`src/rtl/conv_frame_encoder_if.sv`:
```
// Stream bundle for the rate-1/2 frame encoder: info-bit input stream,
// code-symbol output stream and the frame-complete pulse.
interface conv_frame_encoder_if;
  logic       in_valid_sig;
  logic       in_ready_sig;
  logic       in_bit_sig;
  logic       out_valid_sig;
  logic       out_ready_sig;
  logic [1:0] out_sym_sig;
  logic       out_last_sig;
  logic       frame_done_sig;

  modport master (
    output in_valid_sig, in_bit_sig, out_ready_sig,
    input  in_ready_sig, out_valid_sig, out_sym_sig, out_last_sig, frame_done_sig
  );

  modport slave (
    input  in_valid_sig, in_bit_sig, out_ready_sig,
    output in_ready_sig, out_valid_sig, out_sym_sig, out_last_sig, frame_done_sig
  );
endinterface

```
`src/rtl/conv_frame_encoder.sv`:
```
// Rate-1/2 feed-forward convolutional encoder: FRAME_LEN info bits per frame,
// then K-1 zero-input tail symbols so every frame ends in trellis state 0.
module conv_frame_encoder #(
  parameter int unsigned    FRAME_LEN = 2048,
  parameter int unsigned    K         = 3,
  parameter logic [K-1:0]   G0        = 'b111,
  parameter logic [K-1:0]   G1        = 'b101
) (
  input logic                 clk_sig,
  input logic                 reset_sig,
  conv_frame_encoder_if.slave bus
);
  localparam int unsigned   CW        = (FRAME_LEN > 1) ? $clog2(FRAME_LEN) : 1;
  localparam int unsigned   TW        = (K > 2) ? $clog2(K - 1) : 1;
  localparam logic [CW-1:0] LAST_BIT  = CW'(FRAME_LEN - 1);
  localparam logic [TW-1:0] LAST_TAIL = TW'(K - 2);

  typedef enum logic {ST_DATA = 1'b0, ST_TAIL = 1'b1} state_e;

  state_e        state_q, state_d;
  logic [CW-1:0] bit_cnt_q, bit_cnt_d;
  logic [TW-1:0] tail_cnt_q, tail_cnt_d;
  logic [K-2:0]  sr_q, sr_d;
  logic [1:0]    sym_q, sym_d;
  logic          out_valid_q, out_valid_d;
  logic          last_q, last_d;
  logic          done_q, done_d;

  logic          slot_free, in_ready, accept, tail_load, last_tail, enc_bit;
  logic [K-1:0]  r_vec;

  // State register
  always_ff @(posedge clk_sig or posedge reset_sig) begin
    if (reset_sig) begin
      state_q     <= ST_DATA;
      bit_cnt_q   <= '0;
      tail_cnt_q  <= '0;
      sr_q        <= '0;
      sym_q       <= '0;
      out_valid_q <= 1'b0;
      last_q      <= 1'b0;
      done_q      <= 1'b0;
    end else begin
      state_q     <= state_d;
      bit_cnt_q   <= bit_cnt_d;
      tail_cnt_q  <= tail_cnt_d;
      sr_q        <= sr_d;
      sym_q       <= sym_d;
      out_valid_q <= out_valid_d;
      last_q      <= last_d;
      done_q      <= done_d;
    end
  end

  // Output / handshake decode
  always_comb begin
    slot_free = !out_valid_q || bus.out_ready_sig;
    in_ready  = !reset_sig && (state_q == ST_DATA) && slot_free;
    accept    = bus.in_valid_sig && in_ready;
    tail_load = (state_q == ST_TAIL) && slot_free;
    last_tail = (tail_cnt_q == LAST_TAIL);
    // Tail symbols encode a forced zero input
    enc_bit   = accept && bus.in_bit_sig;
    r_vec     = {enc_bit, sr_q};
  end

  // Next-state
  always_comb begin
    state_d     = state_q;
    bit_cnt_d   = bit_cnt_q;
    tail_cnt_d  = tail_cnt_q;
    sr_d        = sr_q;
    sym_d       = sym_q;
    out_valid_d = out_valid_q;
    last_d      = last_q;
    done_d      = out_valid_q && bus.out_ready_sig && last_q;

    if (accept || tail_load) begin
      sym_d       = {^(r_vec & G0), ^(r_vec & G1)};
      sr_d        = r_vec[K-1:1];
      out_valid_d = 1'b1;
      last_d      = tail_load && last_tail;
    end else if (bus.out_ready_sig) begin
      out_valid_d = 1'b0;
      last_d      = 1'b0;
    end

    case (state_q)
      ST_DATA: begin
        if (accept) begin
          if (bit_cnt_q == LAST_BIT) begin
            bit_cnt_d = '0;
            state_d   = ST_TAIL;
          end else begin
            bit_cnt_d = bit_cnt_q + 1'b1;
          end
        end
      end
      ST_TAIL: begin
        if (tail_load) begin
          if (last_tail) begin
            tail_cnt_d = '0;
            state_d    = ST_DATA;
          end else begin
            tail_cnt_d = tail_cnt_q + 1'b1;
          end
        end
      end
      default: state_d = ST_DATA;
    endcase
  end

  assign bus.in_ready_sig   = in_ready;
  assign bus.out_valid_sig  = out_valid_q;
  assign bus.out_sym_sig    = sym_q;
  assign bus.out_last_sig   = last_q;
  assign bus.frame_done_sig = done_q;
endmodule

```
`src/flat_wrapper.sv`:
```
// flat-port wrapper written by rule: the top's interface ports become plain ports
module conv_frame_encoder_flat 
#(
  parameter int unsigned    FRAME_LEN = 2048,
  parameter int unsigned    K         = 3,
  parameter logic [K-1:0]   G0        = 'b111,
  parameter logic [K-1:0]   G1        = 'b101
)
  (clk_sig, reset_sig, bus_in_valid_sig, bus_in_bit_sig, bus_out_ready_sig, bus_in_ready_sig, bus_out_valid_sig, bus_out_sym_sig, bus_out_last_sig, bus_frame_done_sig);
  conv_frame_encoder_if bus_i ();
  input logic clk_sig;
  input logic reset_sig;
  input wire logic [$bits(bus_i.in_valid_sig)-1:0] bus_in_valid_sig;
  input wire logic [$bits(bus_i.in_bit_sig)-1:0] bus_in_bit_sig;
  input wire logic [$bits(bus_i.out_ready_sig)-1:0] bus_out_ready_sig;
  output wire logic [$bits(bus_i.in_ready_sig)-1:0] bus_in_ready_sig;
  output wire logic [$bits(bus_i.out_valid_sig)-1:0] bus_out_valid_sig;
  output wire logic [$bits(bus_i.out_sym_sig)-1:0] bus_out_sym_sig;
  output wire logic [$bits(bus_i.out_last_sig)-1:0] bus_out_last_sig;
  output wire logic [$bits(bus_i.frame_done_sig)-1:0] bus_frame_done_sig;
  assign bus_i.in_valid_sig = bus_in_valid_sig;
  assign bus_i.in_bit_sig = bus_in_bit_sig;
  assign bus_i.out_ready_sig = bus_out_ready_sig;
  assign bus_in_ready_sig = bus_i.in_ready_sig;
  assign bus_out_valid_sig = bus_i.out_valid_sig;
  assign bus_out_sym_sig = bus_i.out_sym_sig;
  assign bus_out_last_sig = bus_i.out_last_sig;
  assign bus_frame_done_sig = bus_i.frame_done_sig;
  conv_frame_encoder #(.FRAME_LEN(FRAME_LEN), .K(K), .G0(G0), .G1(G1)) u_core (.clk_sig(clk_sig), .reset_sig(reset_sig), .bus(bus_i));
endmodule
```
`config.mk`:
```
export PLATFORM = sky130hd
export DESIGN_NAME = conv_frame_encoder_flat
export DESIGN_NICKNAME = d
export VERILOG_FILES = /design/src/rtl/conv_frame_encoder_if.sv /design/src/rtl/conv_frame_encoder.sv /design/src/flat_wrapper.sv
export SDC_FILE = /design/constraint.sdc
export NUM_CORES = 1
export LEC_CHECK = 0
export CORE_MARGIN = 8
export CORE_UTILIZATION = 40
export DETAILED_ROUTE_END_ITERATION = 12
export GPL_TIMING_DRIVEN = 0
export PLACE_DENSITY = 0.58
export SYNTH_ARGS = -nofsm -noshare
export SYNTH_HDL_FRONTEND = slang
export SYNTH_SLANG_ARGS = --single-unit
```
`constraint.sdc`:
```
create_clock -name clk_sig -period 3.7 [get_ports clk_sig]
set_clock_uncertainty 0.1 [all_clocks]
set_input_delay 0.74 -clock clk_sig [delete_from_list [all_inputs] [get_ports clk_sig]]
set_output_delay 0.74 -clock clk_sig [all_outputs]
set_load 0.05 [all_outputs]
```
# Word level (Yosys, flattened, before mapping)
# Index checks and enable logic that the tools add are counted.
[classes]
add_sub_neg = 2
n_eq_ne = 1
n_mux = 10
bitwise = 1
reduce_logical = 17
[op_table]
columns = ["op", "count"]
rows = [
  ["$add A11 B1 Y11 const B", 1],
  ["$eq A11 B11 Y1 const B", 1],
  ["$mux W11", 1],
  ["$logic_and A1 B1 Y1", 8],
  ["$mux W1", 8],
  ["$reduce_xor A3 Y1", 2],
  ["$reduce_and A2 Y1", 2],
  ["$logic_not A1 Y1", 2],
  ["$logic_or A1 B1 Y1", 2],
  ["$pmux W1 S2", 1],
  ["$reduce_bool A2 Y1", 1],
  ["$add A1 B1 Y1 const B", 1],
  ["$not A1 Y1", 1],
]
[totals]
reg_bits = 20
in_bits = 5
output_inout_bits = 6
wordCells = 39

# Longest topological paths before layout
[logic_depth]
depth_word = 6
depth_mapped = 5

# Worst setup path after synthesis
# No wires, ideal clock.
[synth_timing]
path_type = "input to output"
startpoint = "input reset_sig"
endpoint = "output bus_in_ready_sig"
t_arrival_ns = 1.643
required_ns = 2.860
setup_slack_ns = 1.217
stages = 2
n_path_buf = 0
cell_sequence = "or2_4 -> nor2_1"
[synth_via]
elab_chain_len = 3
[synth_rtl]
columns = ["item", "line_no", "text"]
rows = [
  ["start: declaration", "flat_wrapper.sv:12", "input logic reset_sig;"],
  ["$logic_not A1 Y1", "conv_frame_encoder.sv:58", "in_ready = !reset_sig && (state_q == ST_DATA) && slot_free;"],
  ["$logic_and A1 B1 Y1 (2 in series)", "conv_frame_encoder.sv:58", ""],
  ["end: declaration", "flat_wrapper.sv:16", "output wire logic [$bits(bus_i.in_ready_sig)-1:0] bus_in_ready_sig;"],
]
# Every way passes these cells.

# Final worst setup path
# Same ends and word-level chain as after synthesis.

==> impl_metrics.json <==
{
  "hold_violations": 0,
  "critPathLaunchType": "input pin",
  "grt_pass1_wl_um": 3060,
  "slew_viol_final": 0,
  "fin_ws_ps": 471,
  "post-route-util": 0.492,
  "critical_path_arrival_ps": 2390,
  "yosysTopAreaCell": "dfrtp_1",
  "wl_met2_um": 824,
  "crit_buf_inv": 2,
  "vias": 698,
  "root_buffer": "clkbuf_4",
  "cellPowerDensity_nw_per_um2": 512,
  "cap_violations": 0,
  "synthCells": 92,
  "yosysSeqAreaShare": 0.538,
  "synth_common_cells": "20 x dfrtp_1, 11 x nand2_1, 8 x xnor2_1",
  "wl_um": 1670,
  "dp_slack_ps": 448,
  "cts_resized": 0,
  "totalNegativeSetupSlack_ps": 0,
  "period_share": 0.873,
  "worst_hold_path_type": "reg -> reg",
  "fillers": 211,
  "drt-pass1-iter-count": 4,
  "cts_setup_buffers": 0,
  "max_stage_delay_ps": 810,
  "antenna_found_initial": 0,
  "crit_type": "in -> out",
  "n_antenna_cell": 0,
  "die_h_um": 64.2,
  "synth_edf_count": 0,
  "fmax_ghz": 0.310,
  "ctsHoldBuffers": 0,
  "p_leak_nw": 0.474,
  "grt-ovfl-total": 0,
  "synth.area.top_cells": "dfrtp_1 54%, xnor2_1 7.5%, nand2_1 4.4%, o21ai_0 3.2%, nor3_1 2.7%",
  "setup_violations": 0,
  "synthArstFlopShare": 1.00,
  "clockBufferDepth": 2,
  "place_congestion": 0.775,
  "dr_wl_met3_um": 82,
  "rr_startpoint": "u_core.bit_cnt_q[0]",
  "ys_ff_latch": 20,
  "drt_iter0_markers": 16,
  "drtAntennaViolNets": 0,
  "hold_path.startpoint": "u_core.bus.out_sym_sig[0]",
  "rsz0062_at_grt": "no",
  "synth.most_common_cell": "dfrtp_1",
  "ys_types": 28,
  "syn_area_um2": 930,
  "dp_hpwl_um": 1280,
  "cp_common_cell": "clkdlybuf4s50_1",
  "cp_max_fo": 5,
  "via_per_inst": 5.25,
  "met1Wirelength_um": 750,
  "drc": 0,
  "ys_warn_count": 0,
  "multi_input_area_um2": 410,
  "drive_gt1_frac": 0.0667,
  "portBuffers": 10,
  "finish.net_count": 113,
  "grt_max_degree": 21,
  "clk_latency_ps": 290,
  "wl_per_cell_um": 12.6,
  "synth_ff_type": "dfrtp_1",
  "grt_usage": 0.0918,
  "critPathRequiredTime_ps": 2860,
  "fp.dieArea_um2": 4120,
  "seq_area_um2": 500,
  "vdd.ir_drop.worst_v": 0.000288,
  "h-tree-depth": 1,
  "numCtsBuffers": 3,
  "synth.top_cell.area_share": 0.538,
  "relSlewSlack": 0.365,
  "syn_nets": 98,
  "tightestPinTransition_ps": 945,
  "fp-row-count": 17,
  "start_util": 0.420,
  "cp_top_family": "buffers and inverters",
  "die_w_um": 64.2,
  "slowest_stage": "clkdlybuf4s50_1",
  "top_layer_used": "met4",
  "clkSinkCount": 20,
  "coreArea_um2": 2210,
  "grt_pass1_vias": 693,
  "path_cells": "clkdlybuf4s50_1, or2_4, nor2_1, clkdlybuf4s50_1",
  "crit_start": "reset_sig",
  "post-route-min-period_ps": 3230,
  "avgSynthCellArea_um2": 10.1,
  "io_pins": 11,
  "cts_tree": "done",
  "area_growth_syn_to_layout_pct": 17.0,
  "end_kind": "output pin",
  "status": "finished clean",
  "clkTransAtPathRegs_ps": 100
}
==> kinds of logic (layout without fill, tap and decap cells) <==
kind of cell | after synthesis | count (layout) | synth area share
and+or+nand+nor | 42 | 42 | 0.238
DFF | 20 | 20 | 0.538
AOI/OAI and AO/OA | 13 | 13 | 0.0835
xor gates and xnor gates | 10 | 10 | 0.0942
buffers and inverters | 5 | 18 | 0.0202
adders and majority gates | 1 | 1 | 0.0135
muxes | 1 | 1 | 0.0121
==> layout make-up <==
| class | count | share of cell area |
|---|---|---|
| inverters | 5 | 0.0173 |
| repair buffers | 10 | 0.0921 |
| flip-flops and latches | 20 | 0.460 |
| multi-input cells | 67 | 0.377 |
| well taps | 28 | 0.0322 |
| clock buffers | 3 | 0.0207 |
==> tightest hold or removal path, stage by stage (launching register included) <==
cell     delay [ps]
dfrtp_1         360
nand2_1          50
o21ai_0          60
==> sequential cells by signal (all words and copies together) (netlist names) <==
signal,count
u_core.bus.out_valid_sig,1
u_core.bus.frame_done_sig,1
u_core.bus.out_sym_sig,2
u_core.bus.out_last_sig,1
u_core.state_q,1
u_core.bit_cnt_q,11
u_core.last_tail,1
u_core.sr_q,2
==> final timing paths <==
kind | slack [ps] | cells past startpoint | end
max | 470 | 4 | bus_in_ready_sig
min reg2reg | 400 | 2 | u_core.bus.out_sym_sig[0]
min in group asynchronous | 870 | 2 | u_core.state_q
min | 400 | 2 | u_core.bus.out_sym_sig[0]
max reg2reg | 1540 | 5 | u_core.bit_cnt_q[5]
max in group asynchronous | 2160 | 2 | u_core.bit_cnt_q[6]
==> routing by layer <==
layer | GRT usage | vias to the layer above
met2 | 0.149 | 8
met5 | 0 | -
met3 | 0.0279 | 2
met1 | 0.105 | 341
li1 | - | 347
met4 | 0.0518 | 0
==> report_power, final <==
group	internal [mW]	switching, mW	total (mW)
sequential	0.264	0.0423	0.307
combinational	0.0654	0.0877	0.153
clock	0.0378	0.0595	0.0973
==> placed cells by master, fill, tap and decap left out, types with 2 or more instances in the layout <==
| master | synthesis | layout |
|---|---|---|
| xnor2_1 | 8 | 8 |
| inv_1 | 5 | 5 |
| dfrtp_1 | 20 | 20 |
| clkdlybuf4s50_1 | 0 | 10 |
| or3_1 | 2 | 2 |
| and3_1 | 2 | 2 |
| a21oi_1 | 2 | 2 |
| nor3_1 | 5 | 5 |
| nand3_1 | 4 | 4 |
| nor2b_1 | 2 | 2 |
| clkbuf_4 | 0 | 3 |
| nand2_1 | 11 | 11 |
| nor4_1 | 2 | 2 |
| nor2_1 | 5 | 5 |
| o21ai_0 | 6 | 6 |
| xor2_1 | 2 | 2 |
| nand4_1 | 3 | 3 |
==> metrics by stage <==
step | hold WS, ps | cells | power, mW | instance area (um^2)
2_1_floorplan | 364 | 92 | 0.415 | 930
3_3_place_gp | 374 | 130 | 0.461 | 1060
3_5_place_dp | 381 | 130 | 0.466 | 1060
4_1_cts | 407 | 133 | 0.567 | 1090
5_1_grt | 435 | 133 | 0.599 | 1090
6_report | 398 | 133 | 0.557 | 1090
(Power assumes the default switching activity.)
